--- src/rtl/smem_ctrl_pkg.sv ---
// Shared encodings for the MEM-stage store path: store op codes, bus size codes,
// controller states and the latched write-request record.
package smem_ctrl_pkg;

    localparam logic [5:0] SB_CONTROL = 6'b101000;
    localparam logic [5:0] SH_CONTROL = 6'b101001;
    localparam logic [5:0] SW_CONTROL = 6'b101011;

    localparam logic [1:0] SIZE_B = 2'd0;
    localparam logic [1:0] SIZE_H = 2'd1;
    localparam logic [1:0] SIZE_W = 2'd2;

    typedef enum logic [1:0] {
        ST_IDLE = 2'd0,
        ST_REQ  = 2'd1,
        ST_WAIT = 2'd2,
        ST_DONE = 2'd3
    } smem_state_e;

    typedef struct packed {
        logic [1:0]  size;
        logic [3:0]  wstrb;
        logic [31:0] wdata;
    } smem_wreq_t;

    function automatic logic is_store_code(input logic [5:0] ctrl);
        return (ctrl == SB_CONTROL) || (ctrl == SH_CONTROL) || (ctrl == SW_CONTROL);
    endfunction

endpackage

--- src/rtl/smem_align.sv ---
// Store lane aligner: maps a store op, the low address bits and rt onto a big-endian
// byte-strobed 32-bit write, and flags misaligned halfword/word stores.
module smem_align
    import smem_ctrl_pkg::*;
(
    input  logic [5:0]  alucontrol_i,
    input  logic [1:0]  addr_lo_i,
    input  logic [31:0] wd_i,
    output logic        is_store_o,
    output smem_wreq_t  wreq_o,
    output logic        misalign_o
);

    always_comb begin
        wreq_o     = '0;
        misalign_o = 1'b0;
        is_store_o = is_store_code(alucontrol_i);
        case (alucontrol_i)
            SB_CONTROL: begin
                wreq_o.size  = SIZE_B;
                wreq_o.wstrb = 4'b1000 >> addr_lo_i;
                wreq_o.wdata = {4{wd_i[7:0]}};
            end
            SH_CONTROL: begin
                wreq_o.size  = SIZE_H;
                wreq_o.wstrb = addr_lo_i[1] ? 4'b0011 : 4'b1100;
                wreq_o.wdata = {2{wd_i[15:0]}};
                misalign_o   = addr_lo_i[0];
            end
            SW_CONTROL: begin
                wreq_o.size  = SIZE_W;
                wreq_o.wstrb = 4'b1111;
                wreq_o.wdata = wd_i;
                misalign_o   = |addr_lo_i;
            end
            default: ;
        endcase
    end

endmodule

--- src/rtl/smem_ctrl.sv ---
// MEM-stage store controller: issues one write per store on the sram-like data bus and
// stalls the pipeline until the bus has accepted both address and data.
//
// state | meaning
// IDLE  | nothing in flight; a valid, unflushed store is latched and issued
// REQ   | data_req high with latched fields, waiting for addr_ok
// WAIT  | address taken, waiting for data_ok
// DONE  | one-cycle pipeline release; no new store accepted here
module smem_ctrl
    import smem_ctrl_pkg::*;
#(
    parameter int AW = 32,
    parameter int DW = 32
) (
    input  logic          clk,
    input  logic          rst,
    input  logic          memwriteM,
    input  logic [5:0]    alucontrolM,
    input  logic [AW-1:0] aluoutM,
    input  logic [DW-1:0] writedataM,
    input  logic          flushM,
    output logic          stallM,
    output logic          saddrerrM,
    output logic [AW-1:0] badvaddrM,
    output logic          data_req,
    output logic          data_wr,
    output logic [1:0]    data_size,
    output logic [AW-1:0] data_addr,
    output logic [3:0]    data_wstrb,
    output logic [DW-1:0] data_wdata,
    input  logic          data_addr_ok,
    input  logic          data_data_ok
);

    smem_state_e   state_q, state_d;
    logic [AW-1:0] addr_q, addr_d;
    smem_wreq_t    wreq_q, wreq_d;

    smem_wreq_t    align_wreq;
    logic          align_is_store;
    logic          align_misalign;
    logic          store_valid;
    logic          go;
    logic          in_flight;

    smem_align u_align (
        .alucontrol_i (alucontrolM),
        .addr_lo_i    (aluoutM[1:0]),
        .wd_i         (writedataM),
        .is_store_o   (align_is_store),
        .wreq_o       (align_wreq),
        .misalign_o   (align_misalign)
    );

    assign store_valid = memwriteM & align_is_store;
    assign saddrerrM   = store_valid & align_misalign;
    assign badvaddrM   = saddrerrM ? aluoutM : '0;
    assign go          = store_valid & ~align_misalign & ~flushM;

    always_ff @(posedge clk) begin
        if (rst) begin
            state_q <= ST_IDLE;
            addr_q  <= '0;
            wreq_q  <= '0;
        end else begin
            state_q <= state_d;
            addr_q  <= addr_d;
            wreq_q  <= wreq_d;
        end
    end

    // Once issued, a request runs to completion: the bus has no abort, so flushM is
    // only honoured before acceptance.
    always_comb begin
        state_d = state_q;
        addr_d  = addr_q;
        wreq_d  = wreq_q;
        stallM  = 1'b0;
        case (state_q)
            ST_IDLE: begin
                if (go) begin
                    stallM  = 1'b1;
                    addr_d  = aluoutM;
                    wreq_d  = align_wreq;
                    state_d = ST_REQ;
                end
            end
            ST_REQ: begin
                stallM = 1'b1;
                if (data_addr_ok) begin
                    state_d = data_data_ok ? ST_DONE : ST_WAIT;
                end
            end
            ST_WAIT: begin
                stallM = 1'b1;
                if (data_data_ok) begin
                    state_d = ST_DONE;
                end
            end
            ST_DONE: begin
                state_d = ST_IDLE;
            end
            default: begin
                state_d = ST_IDLE;
            end
        endcase
    end

    assign in_flight  = (state_q == ST_REQ) || (state_q == ST_WAIT);
    assign data_req   = (state_q == ST_REQ);
    assign data_wr    = data_req;
    assign data_size  = in_flight ? wreq_q.size  : 2'd0;
    assign data_addr  = in_flight ? addr_q       : '0;
    assign data_wstrb = in_flight ? wreq_q.wstrb : 4'd0;
    assign data_wdata = in_flight ? wreq_q.wdata : '0;

endmodule
--- config.mk ---
export PLATFORM = sky130hd
export DESIGN_NAME = smem_ctrl
export DESIGN_NICKNAME = d
export VERILOG_FILES = /design/src/rtl/smem_ctrl_pkg.sv /design/src/rtl/smem_align.sv /design/src/rtl/smem_ctrl.sv
export SDC_FILE = /design/constraint.sdc
export NUM_CORES = 1
export LEC_CHECK = 0
export CAP_MARGIN = 25
export CORE_MARGIN = 4
export CORE_UTILIZATION = 33
export DETAILED_ROUTE_END_ITERATION = 7
export PLACE_DENSITY = 0.61
export SLEW_MARGIN = 20
export SYNTH_ARGS = -nofsm -noshare
export SYNTH_HDL_FRONTEND = slang
export SYNTH_SLANG_ARGS = --single-unit
--- constraint.sdc ---
create_clock -name clk -period 2.5 [get_ports clk]
set_clock_uncertainty 0.15 [all_clocks]
set_input_delay 0.5 -clock clk [delete_from_list [all_inputs] [get_ports clk]]
set_output_delay 0.5 -clock clk [all_outputs]
set_load 0.005 [all_outputs]
==> key figures <==
Global route
  – Busiest layer in global routing: met2
  – Met2 Usage GRT: 35.3%
  – Routing usage on met3: 3.20%
  – GR met1 Demand/Resource: 26.8%
  – Pin count of the biggest net entering global routing: 63
  – Vias in the first global route: 4513
  – Overflow after GRT: 0
  – Initial antenna violation count: 1
  – First-pass GRT wire length: 24100 µm
  – Gr usage total: 20.7%

Power
  – Tot Pwr: 3.68 mW
  – Max IR drop VDD: 286 µV
  – PD cells: 547 mW/mm²
  – Leak pwr: 2.85 nW

CTS
  – Clock sink count: 72
  – CTS root buf: clkbuf_16
  – Hold-fix buffers, CTS: 0
  – CTS tree: built
  – Num CTS Buffers: 9
  – H-tree levels: 3
  – Clock latency on the worst-skew pair: 0.33 ns
  – Maximum clock path buffer count: 2
  – Clk pin slew, worst setup/hold paths: 0.06 ns

Floorplanning
  – Die height: 120 µm
  – Starting Density: 34.1%
  – Num rows: 40
  – Die X: 120 µm
  – Core Box Area: 0.0121 mm²
  – I/O Pins: 182
  – Die area: 0.0144 mm²

STA
  – Fin. Hold Viols: 0
  – Max Fclk: 403 MHz
  – Finish-stage setup viols: 0
  – Setup tns final: 0 ns
  – Slew headroom: 54.9%
  – Final WS setup: 0.0193 ns
  – Final hold slack: 0.317 ns
  – Measured slew at the worst slew-check pin: 0.676 ns
  – Period utilization: 99.2%
  – Crit path time final: 2.48 ns
  – RSZ-0062 raised after global routing: yes
  – Slew Limit Fails: 0

Critical path
  – Max FO, Critical Path: 10
  – Crit end category: primary output
  – Crit path kind: reg2out
  – Data required time of the worst path: 1.85 ns
  – CP arrival: 1.83 ns
  – Reg2reg path depth: 6
  – CP Launch Type: flip-flop

Flow run
  – Max cap viols: 0

Synthesis
  – Register area share after synthesis: 34.9%
  – Cell area after synthesis: 0.00413 mm²
  – Asr flop ratio synth: 0%
  – Top_reg_cell synth: dfxtp_1
  – Post-synthesis area per instance: 7.63 µm²
  – Syn_nets: 622
  – Flops & latches, synth: 72
  – Count of cell types in the netlist: 37
  – Syn Inst Count: 541
  – EDFF count, synth: 0
  – Syn. warnings: 0

Run status
  – Status: complete, no violations

Drt
  – Detail Route Antenna Nets: 0
  – Vias: 4693
  – Drt pass-1 iters: 5
  – DR vias/cell: 5.24
  – Wire per inst: 17.5 µm
  – DR iter-0 viols: 312
  – Total wire length: 15700 µm
  – DRC viols: 0

Place
  – Placed Area: 0.00616 mm²
  – Inst Count DP: 860
  – Setup WS pre-CTS: -0.468 ns
  – Hpwl dp: 10300 µm
  – Port bufs: 181
  – GP Congestion: 0.774

Hold path
  – Worst Hold Class: reg2reg
  – Hold depth: 2

Finish
  – Layout Nets: 804
  – Final cell count without fillers: 896
  – Area growth, synth to finish: 63.1%
  – Final core utilization: 55.6%
  – Finished Cell Area: 0.00673 mm²
  – Layout cell share with drive strength beyond 1: 15.5%
sequential cells by signal, indices dropped and copies added, names as in the netlist:
register / flops
addr_q: 32
wreq_q: 38
state_q: 2
layout make-up:
class                      count  area [µm²]
fill                        1199        5380
timing repair buffer         233        2280
clock inverter                 5        82.6
antenna                        1        2.50
sequential                    72        1440
clock buffer                  10         229
inverter                       7        28.8
multi-input combinational    400        2450
tap                          168         210
cells in the mapped netlist (all sizes together), types with 3 or more instances:
cell | instances | share of area [%]
and2 | 102 | 15
a21oi | 83 | 10
o21ai | 78 | 9.6
dfxtp | 72 | 35
nand3 | 43 | 5.5
clkbuf | 41 | 3.7
nand4 | 24 | 3.6
buf | 21 | 3.2
and3 | 9 | 1.4
mux2i | 9 | 2.2
a22o | 8 | 1.7
or4 | 8 | 1.5
inv | 7 | 0.64
nor2 | 6 | 0.55
ha | 5 | 1.5
nor3 | 5 | 0.61
nor2b | 3 | 0.52
cell families (layout without fill, tap and decap cells):
kind of cell    after synthesis  count (layout)  share of synthesized area (%)
simple gates                208             208                           30.7
compound gates              178             178                           23.1
flops                        72              72                           34.9
buf+inv                      69             255                           7.55
mux                           9               9                           2.18
fa+ha+maj                     5               5                           1.52
other cells                   0               1                              0
path summary, 6_finish.rpt:
check,from,end,slack (ns)
worst min register to register,addr_q[1],addr_q[1],0.32
worst min-delay path,addr_q[1],addr_q[1],0.32
worst max-delay path,state_q[0],stallM,0.02
worst max register to register,state_q[0],wreq_q[9],0.53
critical path: stages (launching register included):
cell and delay [ns]:
dfxtp_2 0.35, inv_4 0.05, ha_4 0.27, buf_4 0.15, bufbuf_16 0.27, a21oi_2 0.11, nor2_1 0.05, dlygate4sd2_1 0.25
timing repair:
action | CTS | global route
gates cloned | 5 | 2
setup endpoints to repair | 104 | 35
pin swaps | 5 | 3
gates resized for setup | 193 | 28
buffers inserted | 7 | 6
where the power goes:
group	internal [mW]	switching, mW
clock network	0.870	0.496
registers	1.16	0.00916
logic	0.617	0.527
placed cells by master (no fill, tap or decap), types with 7 or more instances in the layout:
cell type	instances
clkbuf_16	11
and3_1	8
dlygate4sd2_1	58
and2_4	7
buf_4	36
nand4_1	24
or4_1	8
buf_2	16
clkdlybuf4s15_1	24
a21oi_1	81
nand3_1	42
mux2i_1	9
buf_6	7
a22o_1	8
o21ai_0	77
dfxtp_1	70
and2_1	95
clkdlybuf4s50_1	73
metal layers:
metal  share of wire [%]  vias up
li1                    -     2289
met4                 1.4        0
met5                   0        -
met3                 5.7       21
met2                  50      172
met1                  43     2211
Note: power is estimated with default switching activity, not from simulation.
